File: src/rtl/router_reg_gen_if.sv
// router_reg_gen_if
//   Bundles the router register's FSM strobes, byte input and FIFO-side
//   outputs into one interface.
//   master : drives the byte stream and FSM strobes, observes d_out/status.
//   slave  : the router register itself.
// Signals
//   pkt_valid, data_in, fifo_full, rst_in_reg       byte stream / FIFO status
//   detect_add, lfd_state, ld_state, laf_state,
//   full_state                                      FSM state strobes
//   d_out, parity_done, low_pkt_valid, err,
//   len_err, ovf_err, skid_empty                    outputs toward FIFO / FSM
interface router_reg_gen_if #(
  parameter int DATA_W = 8
) ();
  logic              pkt_valid;
  logic [DATA_W-1:0] data_in;
  logic              fifo_full;
  logic              rst_in_reg;
  logic              detect_add;
  logic              lfd_state;
  logic              ld_state;
  logic              laf_state;
  logic              full_state;
  logic [DATA_W-1:0] d_out;
  logic              parity_done;
  logic              low_pkt_valid;
  logic              err;
  logic              len_err;
  logic              ovf_err;
  logic              skid_empty;

  modport master (
    output pkt_valid, data_in, fifo_full, rst_in_reg,
    output detect_add, lfd_state, ld_state, laf_state, full_state,
    input  d_out, parity_done, low_pkt_valid, err, len_err, ovf_err, skid_empty
  );

  modport slave (
    input  pkt_valid, data_in, fifo_full, rst_in_reg,
    input  detect_add, lfd_state, ld_state, laf_state, full_state,
    output d_out, parity_done, low_pkt_valid, err, len_err, ovf_err, skid_empty
  );
endinterface

File: src/rtl/router_reg_gen.sv
// router_reg_gen
//   Datapath register between the router FSM and the output FIFOs.
//   Captures the header, forwards payload bytes to d_out, accumulates an
//   XOR parity or additive checksum and compares it against the trailing
//   parity byte, checks the header length field and buffers up to
//   SKID_DEPTH bytes while the output FIFO is full.
// Ports
//   clk     : clock, all logic on posedge
//   resetn  : synchronous active-low reset
//   bus     : router_reg_gen_if.slave (byte stream, FSM strobes, outputs)
// Parameters
//   DATA_W      : byte width; header = {len[DATA_W-1:2], addr[1:0]}
//   SKID_DEPTH  : bytes held while fifo_full (>=1)
//   PARITY_MODE : 0 = XOR parity, 1 = sum mod 2^DATA_W
module router_reg_gen #(
  parameter int DATA_W      = 8,
  parameter int SKID_DEPTH  = 2,
  parameter int PARITY_MODE = 0
) (
  input logic              clk,
  input logic              resetn,
  router_reg_gen_if.slave  bus
);
  localparam int LEN_W = DATA_W - 2;
  localparam int CNT_W = $clog2(SKID_DEPTH + 1);
  localparam logic [CNT_W-1:0] SKID_MAX = CNT_W'(SKID_DEPTH);

  // Skid entries carry the pkt_valid tag in the MSB so a buffered parity
  // byte can still raise parity_done when it is finally popped.
  typedef logic [DATA_W:0] skid_entry_t;

  logic [DATA_W-1:0] hdr_q, hdr_d;
  logic [DATA_W-1:0] chk_q, chk_d;
  logic [DATA_W-1:0] pkt_par_q, pkt_par_d;
  logic [LEN_W-1:0]  byte_cnt_q, byte_cnt_d;
  logic [DATA_W-1:0] d_out_q, d_out_d;
  logic              parity_done_q, parity_done_d;
  logic              low_pkt_valid_q, low_pkt_valid_d;
  logic              err_q, err_d;
  logic              len_err_q, len_err_d;
  logic              ovf_err_q, ovf_err_d;
  logic [CNT_W-1:0]  skid_cnt_q, skid_cnt_d;
  skid_entry_t       skid_mem_q [SKID_DEPTH];
  skid_entry_t       skid_mem_d [SKID_DEPTH];

  logic skid_empty;
  logic skid_full;
  logic accept;
  logic pd_set;

  function automatic logic [DATA_W-1:0] chk_upd(input logic [DATA_W-1:0] c,
                                                input logic [DATA_W-1:0] d);
    if (PARITY_MODE == 0) return c ^ d;
    else                  return c + d;
  endfunction

  // Byte counter saturates instead of wrapping so an over-long packet
  // can never alias back onto a matching length.
  function automatic logic [LEN_W-1:0] sat_inc(input logic [LEN_W-1:0] v);
    return (&v) ? v : v + 1'b1;
  endfunction

  assign skid_empty = (skid_cnt_q == '0);
  assign skid_full  = (skid_cnt_q == SKID_MAX);

  always_comb begin
    hdr_d           = hdr_q;
    chk_d           = chk_q;
    pkt_par_d       = pkt_par_q;
    byte_cnt_d      = byte_cnt_q;
    d_out_d         = d_out_q;
    parity_done_d   = parity_done_q;
    low_pkt_valid_d = low_pkt_valid_q;
    len_err_d       = len_err_q;
    ovf_err_d       = ovf_err_q;
    skid_cnt_d      = skid_cnt_q;
    skid_mem_d      = skid_mem_q;
    accept          = 1'b0;
    pd_set          = 1'b0;

    if (bus.detect_add) begin
      if (bus.pkt_valid) hdr_d = bus.data_in;
      parity_done_d = 1'b0;
      pkt_par_d     = '0;
      chk_d         = '0;
      byte_cnt_d    = '0;
      len_err_d     = 1'b0;
      ovf_err_d     = 1'b0;
    end else if (bus.lfd_state) begin
      d_out_d    = hdr_q;
      chk_d      = hdr_q;
      byte_cnt_d = '0;
    end else if (bus.ld_state) begin
      // Once anything is buffered, new bytes queue behind it to keep order.
      if (!bus.fifo_full && skid_empty) begin
        d_out_d = bus.data_in;
        accept  = 1'b1;
        if (!bus.pkt_valid) pd_set = 1'b1;
      end else if (skid_full) begin
        ovf_err_d = 1'b1;
      end else begin
        for (int i = 0; i < SKID_DEPTH; i++) begin
          if (skid_cnt_q == CNT_W'(i)) skid_mem_d[i] = {bus.pkt_valid, bus.data_in};
        end
        skid_cnt_d = skid_cnt_q + 1'b1;
        accept     = 1'b1;
      end
      if (accept) begin
        if (bus.pkt_valid && !bus.full_state) begin
          chk_d      = chk_upd(chk_q, bus.data_in);
          byte_cnt_d = sat_inc(byte_cnt_q);
        end
        if (!bus.pkt_valid) begin
          pkt_par_d       = bus.data_in;
          low_pkt_valid_d = 1'b1;
        end
      end
    end else if (bus.laf_state && !skid_empty && !bus.fifo_full) begin
      // Head is always entry 0; popping shifts the rest down one slot.
      d_out_d = skid_mem_q[0][DATA_W-1:0];
      if (!skid_mem_q[0][DATA_W]) pd_set = 1'b1;
      for (int i = 0; i < SKID_DEPTH - 1; i++) begin
        skid_mem_d[i] = skid_mem_q[i+1];
      end
      skid_cnt_d = skid_cnt_q - 1'b1;
    end

    // Length is judged only on the rising edge of parity_done.
    if (pd_set) begin
      parity_done_d = 1'b1;
      if (!parity_done_q && (byte_cnt_q != hdr_q[DATA_W-1:2])) len_err_d = 1'b1;
    end

    // Soft reset overrides any set of low_pkt_valid in the same cycle.
    if (bus.rst_in_reg) begin
      low_pkt_valid_d = 1'b0;
      skid_cnt_d      = '0;
      if (!bus.pkt_valid) begin
        chk_d     = '0;
        pkt_par_d = '0;
      end
    end

    err_d = parity_done_q && (chk_q != pkt_par_q);
  end

  always_ff @(posedge clk) begin
    if (!resetn) begin
      hdr_q           <= '0;
      chk_q           <= '0;
      pkt_par_q       <= '0;
      byte_cnt_q      <= '0;
      d_out_q         <= '0;
      parity_done_q   <= 1'b0;
      low_pkt_valid_q <= 1'b0;
      err_q           <= 1'b0;
      len_err_q       <= 1'b0;
      ovf_err_q       <= 1'b0;
      skid_cnt_q      <= '0;
    end else begin
      hdr_q           <= hdr_d;
      chk_q           <= chk_d;
      pkt_par_q       <= pkt_par_d;
      byte_cnt_q      <= byte_cnt_d;
      d_out_q         <= d_out_d;
      parity_done_q   <= parity_done_d;
      low_pkt_valid_q <= low_pkt_valid_d;
      err_q           <= err_d;
      len_err_q       <= len_err_d;
      ovf_err_q       <= ovf_err_d;
      skid_cnt_q      <= skid_cnt_d;
    end
  end

  // Skid storage is qualified by skid_cnt_q, so its contents need no reset.
  always_ff @(posedge clk) begin
    skid_mem_q <= skid_mem_d;
  end

  assign bus.d_out         = d_out_q;
  assign bus.parity_done   = parity_done_q;
  assign bus.low_pkt_valid = low_pkt_valid_q;
  assign bus.err           = err_q;
  assign bus.len_err       = len_err_q;
  assign bus.ovf_err       = ovf_err_q;
  assign bus.skid_empty    = skid_empty;
endmodule

File: src/flat_wrapper.sv
// flat-port wrapper written by rule: the top's interface ports become plain ports
module router_reg_gen_flat 
#(
  parameter int DATA_W      = 8,
  parameter int SKID_DEPTH  = 2,
  parameter int PARITY_MODE = 0
)
  (clk, resetn, bus_pkt_valid, bus_data_in, bus_fifo_full, bus_rst_in_reg, bus_detect_add, bus_lfd_state, bus_ld_state, bus_laf_state, bus_full_state, bus_d_out, bus_parity_done, bus_low_pkt_valid, bus_err, bus_len_err, bus_ovf_err, bus_skid_empty);
  router_reg_gen_if #(.DATA_W(DATA_W)) bus_i ();
  input logic clk;
  input logic resetn;
  input wire logic [$bits(bus_i.pkt_valid)-1:0] bus_pkt_valid;
  input wire logic [$bits(bus_i.data_in)-1:0] bus_data_in;
  input wire logic [$bits(bus_i.fifo_full)-1:0] bus_fifo_full;
  input wire logic [$bits(bus_i.rst_in_reg)-1:0] bus_rst_in_reg;
  input wire logic [$bits(bus_i.detect_add)-1:0] bus_detect_add;
  input wire logic [$bits(bus_i.lfd_state)-1:0] bus_lfd_state;
  input wire logic [$bits(bus_i.ld_state)-1:0] bus_ld_state;
  input wire logic [$bits(bus_i.laf_state)-1:0] bus_laf_state;
  input wire logic [$bits(bus_i.full_state)-1:0] bus_full_state;
  output wire logic [$bits(bus_i.d_out)-1:0] bus_d_out;
  output wire logic [$bits(bus_i.parity_done)-1:0] bus_parity_done;
  output wire logic [$bits(bus_i.low_pkt_valid)-1:0] bus_low_pkt_valid;
  output wire logic [$bits(bus_i.err)-1:0] bus_err;
  output wire logic [$bits(bus_i.len_err)-1:0] bus_len_err;
  output wire logic [$bits(bus_i.ovf_err)-1:0] bus_ovf_err;
  output wire logic [$bits(bus_i.skid_empty)-1:0] bus_skid_empty;
  assign bus_i.pkt_valid = bus_pkt_valid;
  assign bus_i.data_in = bus_data_in;
  assign bus_i.fifo_full = bus_fifo_full;
  assign bus_i.rst_in_reg = bus_rst_in_reg;
  assign bus_i.detect_add = bus_detect_add;
  assign bus_i.lfd_state = bus_lfd_state;
  assign bus_i.ld_state = bus_ld_state;
  assign bus_i.laf_state = bus_laf_state;
  assign bus_i.full_state = bus_full_state;
  assign bus_d_out = bus_i.d_out;
  assign bus_parity_done = bus_i.parity_done;
  assign bus_low_pkt_valid = bus_i.low_pkt_valid;
  assign bus_err = bus_i.err;
  assign bus_len_err = bus_i.len_err;
  assign bus_ovf_err = bus_i.ovf_err;
  assign bus_skid_empty = bus_i.skid_empty;
  router_reg_gen #(.DATA_W(DATA_W), .SKID_DEPTH(SKID_DEPTH), .PARITY_MODE(PARITY_MODE)) u_core (.clk(clk), .resetn(resetn), .bus(bus_i));
endmodule
File: config.mk
export PLATFORM = sky130hd
export DESIGN_NAME = router_reg_gen_flat
export DESIGN_NICKNAME = d
export VERILOG_FILES = /design/src/rtl/router_reg_gen_if.sv /design/src/rtl/router_reg_gen.sv /design/src/flat_wrapper.sv
export SDC_FILE = /design/constraint.sdc
export NUM_CORES = 1
export LEC_CHECK = 0
export CAP_MARGIN = 0
export CORE_UTILIZATION = 60
export CTS_BUF_LIST = sky130_fd_sc_hd__clkbuf_16
export DETAILED_ROUTE_END_ITERATION = 7
export HOLD_SLACK_MARGIN = 0.08
export PLACE_DENSITY = 0.84
export SETUP_SLACK_MARGIN = 0.05
export SYNTH_ARGS = -nofsm -noshare
export SYNTH_HDL_FRONTEND = slang
export SYNTH_SLANG_ARGS = --single-unit
File: constraint.sdc
create_clock -name clk -period 4.3 [get_ports clk]
set_clock_uncertainty 0.05 [all_clocks]
set_input_delay 0.645 -clock clk [delete_from_list [all_inputs] [get_ports clk]]
set_output_delay 0.645 -clock clk [all_outputs]
set_load 0.05 [all_outputs]
==> impl_metrics.env, run 1 <==
export IMPL_status="completed"
export IMPL_port_buffer_count=31
export IMPL_grt_pass1_vias=2289
export IMPL_start_util=0.620
export IMPL_rows=25
export IMPL_viasPerCell=5.81
export IMPL_pre_cts_slack_ns=0.868
export IMPL_post_cts_buffers=0
export IMPL_grtUsageTotal=0.291
export IMPL_synthFlopType="dfxtp_1"
export IMPL_cts_hold_buf=0
export IMPL_syn_area_um2=2930
export IMPL_routed_wl_met2_mm=3.32
export IMPL_yosys_area_share_simple=0.176
export IMPL_cp_arrival_ns=3.08
export IMPL_synth_compound_area_share=0.164
export IMPL_clockRootBuffer="clkbuf_16"
export IMPL_fin_util=0.754
export IMPL_fill_cells=336
export IMPL_setup_slack_ns=1.12
export IMPL_die_h_um=71.9
export IMPL_hold_ws_ns=0.403
export IMPL_finalPower_mw=1.39
export IMPL_met3_length_um=510
export IMPL_path_clk_slew_ns=0.05
export IMPL_grt_pass1_wl_mm=11.2
export IMPL_synth_nets=322
export IMPL_setup_tns_ns=0
export IMPL_max_slew_worst_pin_slew_ns=0.796
export IMPL_async_reset_ff_frac=0
export IMPL_synth_mux_area_fraction=0.0410
export IMPL_drive_gt1_frac=0.0737
export IMPL_ys_seq_area_frac=0.492
export IMPL_fmax_ghz=0.314
export IMPL_fin_crit_ns=3.18
export IMPL_r2r_worst_path_cells=6
export IMPL_p_leak_nw=1.31
export IMPL_startpoint="bus_ld_state"
export IMPL_drv_slew=0
export IMPL_crit_end="u_core.skid_mem_q[14]"
export IMPL_wl_met1_mm=2.89
export IMPL_r2r_end="u_core.skid_mem_q[14]"
export IMPL_dp_hpwl_mm=4.69
export IMPL_highest_layer="met4"
export IMPL_clk_latency_ns=0.32
export IMPL_path_class="input pin to flip-flop"
export IMPL_setup_violations=0
export IMPL_ys_ff_latch=63
export IMPL_cts_sinks=63
export IMPL_power_density_nw_per_um2=390
export IMPL_synthToLayoutAreaGrowth_pct=21.6
export IMPL_numCtsBuffers=9
export IMPL_antenna_found_initial=0
export IMPL_routedWlPerCell_um=16.9
export IMPL_core_area_um2=4720
export IMPL_nets=357
export IMPL_min_period_over_period=0.741
export IMPL_hold_violations=0
export IMPL_r2r_start="u_core.skid_cnt_q[0]"
export IMPL_cts_htree_levels=3
export IMPL_cts_buffer_depth=2
export IMPL_synth_top_family_by_area="simple AND/OR/NAND/NOR gates"
export IMPL_cts_resized=0
export IMPL_vdd_drop_max_v=0.000269
export IMPL_rsz0062_at_grt="no"
export IMPL_die_area_um2=5160
export IMPL_hold_depth=2
export IMPL_grt_max_degree=22
export IMPL_cp_max_fo=16
export IMPL_grt_ovfl_total=0
export IMPL_synth_cells=299
export IMPL_synth_xor_area_frac=0.0778
export IMPL_globalplace_congestion=0.758
export IMPL_drc=0
export IMPL_synth_distinct_cells=42
export IMPL_maxCapViolations=0
export IMPL_ys_warn_count=0
export IMPL_synth_edf_count=18
export IMPL_syn_avg_cell_area_um2=9.79
export IMPL_drtIter0Drc=221
export IMPL_tritoncts="done"
export IMPL_ios=32
export IMPL_first_pass_iters=5
export IMPL_crit_required_ns=4.19
export IMPL_diodes=0
export IMPL_hp_class="flip-flop to flip-flop"
export IMPL_r2r_slack_ns=1.56
export IMPL_ant_nets=0
export IMPL_synthAdderAreaFrac=0.0214
export IMPL_cp_start_kind="input pin"
export IMPL_end_kind="flip-flop"
export IMPL_via_count=2359
export IMPL_wl_mm=6.86
export IMPL_slew_headroom=0.470
export IMPL_die_w_um=71.9
sequential cells by signal, indices dropped and copies added (netlist names):
register,cells
u_core.bus.d_out,8
u_core.bus.err,1
u_core.bus.len_err,1
u_core.bus.low_pkt_valid,1
u_core.bus.ovf_err,1
u_core.bus.parity_done,1
u_core.byte_cnt_q,6
u_core.chk_q,8
u_core.hdr_q,8
u_core.pkt_par_q,8
u_core.skid_cnt_q,2
u_core.skid_mem_q,18
worst min-delay path by stage:
| stage | from | to | slack, ns |
|---|---|---|---|
| 6_report | u_core.bus.len_err | u_core.bus.len_err | 0.40 |
| 5_1_grt | u_core.pkt_par_q[3] | u_core.pkt_par_q[3] | 0.43 |
| 4_1_cts | u_core.bus.len_err | u_core.bus.len_err | 0.41 |
| 3_3_place_gp | u_core.bus.len_err | u_core.bus.len_err | 0.39 |
| 2_1_floorplan | u_core.hdr_q[0] | u_core.hdr_q[0] | 0.39 |
| 3_5_place_dp | u_core.bus.len_err | u_core.bus.len_err | 0.39 |
through the flow:
step           std cells  cell area [µm²]
2_1_floorplan        299             2930
3_3_place_gp         390             3310
5_1_grt              406             3560
3_5_place_dp         390             3310
6_report             406             3560
4_1_cts              406             3560
layer usage:
metal | global-route usage | vias to the layer above
met2 | 0.488 | 104
li1 | - | 1123
met5 | 0 | -
met1 | 0.370 | 1122
met4 | 0.135 | 0
met3 | 0.0464 | 10
cell usage in the layout, fill, tap and decap left out, types with 3 or more instances in the layout:
| cell | synthesis | final |
|---|---|---|
| a21boi_0 | 8 | 8 |
| nor2b_1 | 3 | 3 |
| nand2b_1 | 18 | 18 |
| ha_1 | 5 | 5 |
| mux2_2 | 8 | 8 |
| nor2_1 | 11 | 11 |
| a21oi_1 | 22 | 22 |
| o211ai_1 | 8 | 8 |
| buf_4 | 1 | 5 |
| clkinv_1 | 1 | 5 |
| edfxtp_1 | 18 | 18 |
| clkbuf_16 | 0 | 9 |
| a22o_1 | 9 | 9 |
| xor2_1 | 18 | 18 |
| nand2_1 | 51 | 51 |
| clkdlybuf4s50_1 | 0 | 31 |
| nor3_1 | 3 | 3 |
| dfxtp_1 | 45 | 45 |
| xnor2_1 | 8 | 8 |
| inv_1 | 7 | 10 |
| mux2i_1 | 3 | 3 |
| nand3_1 | 10 | 10 |
| a21boi_1 | 8 | 8 |
critical path, cell delays in order:
cell and delay, ns:
clkdlybuf4s50_1 0.46, buf_4 0.23, inv_1 0.22, nor3_2 0.58
o21ai_1 0.26, a21oi_1 0.67
cells by family (layout without fill, tap and decap cells):
family / after synthesis / after routing
muxes: 11 / 11
and+or+nand+nor: 107 / 107
adders and majority gates: 5 / 5
AOI/OAI and AO/OA: 67 / 67
DFF: 63 / 63
xor gates and xnor gates: 26 / 26
buffers and inverters: 20 / 60
synthesized netlist by cell type, drive strengths merged, types with 2 or more instances:
| cell | count | area share |
|---|---|---|
| inv | 7 | 0.0090 |
| clkbuf | 11 | 0.015 |
| nor2b | 3 | 0.0064 |
| nor3 | 4 | 0.0085 |
| o21a | 2 | 0.0051 |
| o21ai | 2 | 0.0034 |
| ha | 5 | 0.021 |
| xor2 | 18 | 0.054 |
| nand3 | 10 | 0.017 |
| a21oi | 22 | 0.038 |
| a22o | 9 | 0.027 |
| nor4 | 2 | 0.0043 |
| nand2b | 18 | 0.038 |
| mux2i | 3 | 0.010 |
| nand2 | 51 | 0.065 |
| a311oi | 2 | 0.0060 |
| dfxtp | 45 | 0.31 |
| mux2 | 8 | 0.031 |
| nor2 | 11 | 0.014 |
| edfxtp | 18 | 0.18 |
| a21boi | 16 | 0.041 |
| xnor2 | 8 | 0.024 |
| o211ai | 8 | 0.021 |
report_power, final:
part	switching, mW	total, mW	internal (mW)
logic	0.0853	0.143	0.0580
clock network	0.237	0.612	0.374
registers	0.00884	0.634	0.625
total	0.332	1.39	1.06
layout make-up:
class / count / area, µm² / share of cell area
Sequential cell: 63 / 1440 / 0.405
Multi-Input combinational cell: 216 / 1410 / 0.395
Timing Repair Buffer: 36 / 348 / 0.0977
Clock buffer: 9 / 225 / 0.0632
Tap cell: 67 / 83.8 / 0.0235
Inverter: 8 / 30.0 / 0.00843
Clock inverter: 7 / 26.3 / 0.00738
(Power assumes the default switching activity.)
==> inputs of run 2 (changes only) <==
Settings changed: CORE_UTILIZATION 60 to 50, PLACE_DENSITY 0.84 to 0.75.
Clock period 4.3 ns to 2.8 ns, I/O delays scaled along.
==> run 2 against run 1 <==
Effect of this change:
- utilization shrank 10 points
- combinational power increased by 56%
- non-clock buffer count grew 6
- hold slack better by 0.0053 ns
- die area rose by 19%
- final cell count up 2.7%
- first-iteration DRC count decreased by 7.7%
- clock-buffer cell count is the same
- setup slack lost 0.64 ns
==> impl_metrics.env, run 2 (synthesis results as in run 1) <==
export IMPL_path_class="flip-flop to primary output"
export IMPL_min_period_over_period=0.830
export IMPL_synthToLayoutAreaGrowth_pct=24.4
export IMPL_grt_max_degree=21
export IMPL_p_leak_nw=1.35
export IMPL_cts_sinks=63
export IMPL_antenna_found_initial=0
export IMPL_hold_violations=0
export IMPL_numCtsBuffers=9
export IMPL_cts_htree_levels=3
export IMPL_grt_pass1_wl_mm=11.3
export IMPL_fmax_ghz=0.430
export IMPL_layout_common_cells="nand2_1, dfxtp_1, clkdlybuf4s50_1, a21oi_1"
export IMPL_clk_latency_ns=0.33
export IMPL_ios=32
export IMPL_core_area_um2=5570
export IMPL_drtIter0Drc=204
export IMPL_cts_resized=0
export IMPL_cp_max_fo=5
export IMPL_max_slew_worst_pin_slew_ns=0.693
export IMPL_setup_tns_ns=0
export IMPL_drive_gt1_frac=0.0986
export IMPL_status="completed"
export IMPL_die_w_um=78.5
export IMPL_end_kind="primary output"
export IMPL_rows=27
export IMPL_cp_start_kind="flip-flop"
export IMPL_ant_nets=0
export IMPL_wl_mm=6.91
export IMPL_cts_hold_buf=0
export IMPL_clockRootBuffer="clkbuf_16"
export IMPL_largest_reg_flops=18
export IMPL_setup_violations=0
export IMPL_drc=0
export IMPL_vdd_drop_max_v=0.000289
export IMPL_slew_headroom=0.535
export IMPL_port_buffer_count=31
export IMPL_power_density_nw_per_um2=621
export IMPL_grtUsageTotal=0.244
export IMPL_grt_ovfl_total=0
export IMPL_slowest_stage="clkdlybuf4s50_1"
export IMPL_r2r_slack_ns=0.56
export IMPL_via_count=2312
export IMPL_viasPerCell=5.54
export IMPL_post_cts_buffers=0
export IMPL_tritoncts="done"
export IMPL_fill_cells=456
export IMPL_multi_input_area_um2=1410
export IMPL_cp_arrival_ns=1.85
export IMPL_dp_hpwl_mm=4.79
export IMPL_regMostFlops="u_core.skid_mem_q"
export IMPL_finalPower_mw=2.26
export IMPL_stdcell_area_um2=3640
export IMPL_start_util=0.525
export IMPL_cts_buffer_depth=2
export IMPL_grt_pass1_vias=2269
export IMPL_placed_cell_area_um2=3360
export IMPL_rsz0062_at_grt="no"
export IMPL_fin_util=0.653
export IMPL_final_common_cell="nand2_1"
export IMPL_maxCapViolations=0
export IMPL_nets=363
export IMPL_hp_class="flip-flop to flip-flop"
export IMPL_diodes=0
export IMPL_globalplace_congestion=0.832
export IMPL_fin_crit_ns=2.32
export IMPL_drv_slew=0
export IMPL_worstPathCellList="inv_1 > ha_1 > clkdlybuf4s50_1"
export IMPL_die_h_um=78.5
export IMPL_max_stage_delay_ns=0.84
export IMPL_hold_ws_ns=0.409
export IMPL_crit_required_ns=2.33
export IMPL_area_sequential_um2=1440
export IMPL_path_clk_slew_ns=0.05
export IMPL_first_pass_iters=4
export IMPL_routedWlPerCell_um=16.6
export IMPL_die_area_um2=6170
run 2: through the flow:
stage / worst slack, ns / std cells
5_1_grt: 0.376 / 417
6_report: 0.476 / 417
2_1_floorplan: 0.233 / 299
3_5_place_dp: 0.395 / 401
3_3_place_gp: 0.486 / 401
4_1_cts: 0.468 / 417
run 2: final timing paths:
path	end	startpoint	cells after the start
worst max-delay path	bus_skid_empty	u_core.skid_cnt_q[0]	3
worst min register to register	u_core.bus.len_err	u_core.bus.len_err	2
worst max register to register	u_core.bus.d_out[2]	u_core.skid_cnt_q[0]	6
worst min-delay path	u_core.bus.len_err	u_core.bus.len_err	2
run 2: layout make-up:
type	count	share of cell area
clock inverters	7	0.0155
repair buffers	42	0.108
clock buffers	9	0.0618
well taps	72	0.0247
inverters	8	0.00824
multi-input cells	216	0.386
flip-flops and latches	63	0.396
run 2: power by group:
group          switching [mW]  internal (mW)
combinational           0.129         0.0940
sequential             0.0143          0.959
clock                   0.390          0.674
run 2: worst max-delay path, delay by kind of cell (launching register included):
| kind | cells | cell delay (ns) |
|---|---|---|
| flops | 1 | 0.32 |
| buf+inv | 2 | 0.96 |
| fa+ha+maj | 1 | 0.26 |
run 2: routing by layer:
layer,track usage,wire (µm)
met1,0.305,3140
met4,0.119,101
met2,0.402,3330
met3,0.0453,345
met5,0,0
==> inputs of run 3 (changes only) <==
Clock period 2.8 ns to 1.9 ns, I/O delays scaled along.
==> run 3 against run 2 <==
Effect of this change:
- global-route usage grew 2.0 points
- clock power grew 33%
- wire length grew 8.1%
- power grew 43%
- non-clock buffer count grew 23
- clock-buffer cell count is the same
- register-to-register slack lost 0.55 ns
- first-iteration DRC count shrank 25%
==> impl_metrics.env, run 3 (synthesis results as in run 1) <==
export IMPL_cp_depth=8
export IMPL_ios=32
export IMPL_cp_arrival_ns=2.04
export IMPL_end_kind="flip-flop"
export IMPL_via_count=2445
export IMPL_fin_util=0.702
export IMPL_worstPathCellList="inv_4 > ha_4 > or3b_4 > a221oi_4 > buf_6 > clkbuf_16 > nand2b_1 > a21boi_1"
export IMPL_cts_sinks=63
export IMPL_cp_max_fo=8
export IMPL_diodes=0
export IMPL_hold_ws_ns=0.402
export IMPL_die_w_um=78.5
export IMPL_port_buffer_count=31
export IMPL_min_period_over_period=0.993
export IMPL_numCtsBuffers=9
export IMPL_cts_htree_levels=3
export IMPL_rows=27
export IMPL_clockRootBuffer="clkbuf_16"
export IMPL_path_clk_slew_ns=0.05
export IMPL_drtIter0Drc=154
export IMPL_routedWlPerCell_um=17.0
export IMPL_core_area_um2=5570
export IMPL_clk_latency_ns=0.32
export IMPL_final_common_cell="nand2_1"
export IMPL_start_util=0.525
export IMPL_max_slew_worst_pin_slew_ns=0.499
export IMPL_die_area_um2=6170
export IMPL_min_from="u_core.bus.len_err"
export IMPL_wl_mm=7.47
export IMPL_grt_max_degree=20
export IMPL_cts_hold_buf=0
export IMPL_swShare=0.243
export IMPL_pwr_share_seq=0.443
export IMPL_finalPower_mw=3.24
export IMPL_rsz0062_at_grt="yes"
export IMPL_viasPerCell=5.56
export IMPL_ant_nets=0
export IMPL_drc=0
export IMPL_cts_buffer_depth=2
export IMPL_setup_tns_ns=0
export IMPL_cp_start_kind="flip-flop"
export IMPL_maxCapViolations=0
export IMPL_fin_crit_ns=1.89
export IMPL_max_stage_delay_ns=0.42
export IMPL_grt_ovfl_total=0
export IMPL_regMostFlops="u_core.skid_mem_q"
export IMPL_drive_gt1_frac=0.196
export IMPL_fmax_ghz=0.530
export IMPL_fill_cells=422
export IMPL_path_delay_family="simple AND/OR/NAND/NOR gates"
export IMPL_globalplace_congestion=0.918
export IMPL_drv_slew=0
export IMPL_status="completed"
export IMPL_slowest_stage="or3b_4"
export IMPL_p_sw_mw=0.787
export IMPL_hold_depth=2
export IMPL_power_density_nw_per_um2=827
export IMPL_r2r_start="u_core.skid_cnt_q[0]"
export IMPL_startpoint="u_core.skid_cnt_q[0]"
export IMPL_vdd_drop_max_v=0.000513
export IMPL_tritoncts="done"
export IMPL_layout_common_cells="nand2_1, dfxtp_1, buf_4, clkdlybuf4s50_1, a21oi_1"
export IMPL_grt_pass1_wl_mm=12.0
export IMPL_hold_violations=0
export IMPL_p_int_mw=2.45
export IMPL_grt_pass1_vias=2501
export IMPL_p_leak_nw=1.50
export IMPL_crit_required_ns=2.05
export IMPL_grtUsageTotal=0.263
export IMPL_p_clk_frac=0.437
export IMPL_path_class="flip-flop to flip-flop"
export IMPL_first_pass_iters=4
export IMPL_largest_reg_flops=18
export IMPL_synthToLayoutAreaGrowth_pct=33.7
export IMPL_hp_class="flip-flop to flip-flop"
export IMPL_combPwrFrac=0.121
export IMPL_r2r_worst_path_cells=8
export IMPL_die_h_um=78.5
export IMPL_slew_headroom=0.666
export IMPL_path_buf_inv=3
export IMPL_antenna_found_initial=0
export IMPL_setup_violations=0
export IMPL_nets=386
export IMPL_dp_hpwl_mm=5.20
==> run 3: final timing paths <==
path / slack, ns / end
setup / recovery: 0.01 / u_core.bus.d_out[3]
setup reg to reg: 0.01 / u_core.bus.d_out[3]
hold / removal: 0.40 / u_core.bus.len_err
hold reg to reg: 0.40 / u_core.bus.len_err
==> run 3: layout make-up <==
type	instances	area (µm²)	area share
repair buffers	65	609	0.156
clock buffers	9	225	0.0575
inverters	8	32.5	0.00831
well taps	72	90.1	0.0230
clock inverters	7	31.3	0.00799
flip-flops and latches	63	1450	0.369
multi-input cells	216	1480	0.378
==> run 3: per-stage QoR <==
step	worst slack [ns]	cells	cell area (µm²)
finish	0.0126	440	3920
floorplan	0.0475	299	2970
global route	-0.0779	440	3920
CTS	0.0652	435	3820
detailed placement	-0.166	418	3540
global placement	-0.127	418	3540
==> run 3: worst reg2reg max path: cells and delay by family, from the launching register on <==
kind | cells | cell delay, ns
compound gates | 2 | 0.31
simple gates | 2 | 0.53
fa+ha+maj | 1 | 0.15
flops | 1 | 0.36
buf+inv | 3 | 0.36
==> run 3: power by group through the flow <==
stage,sequential (mW),clock (mW),combinational [mW]
after floorplan,1.49,0,0.170
after global routing,1.43,1.49,0.420
after CTS,1.43,1.43,0.371
final,1.43,1.41,0.390
after detailed placement,1.46,0,0.365
after global placement,1.46,0,0.358
==> run 3: timing repair <==
| item | in CTS | in global routing |
|---|---|---|
| endpoints found under the setup margin | 9 | 21 |
| buffers inserted | 1 | 4 |
| gates resized for setup | 0 | 8 |
| gates cloned | 0 | 1 |
==> run 3: per-layer routing <==
metal,track usage,part of all wire
met1,0.310,0.43
met2,0.445,0.50
met3,0.0651,0.050
met4,0.128,0.024
met5,0,0
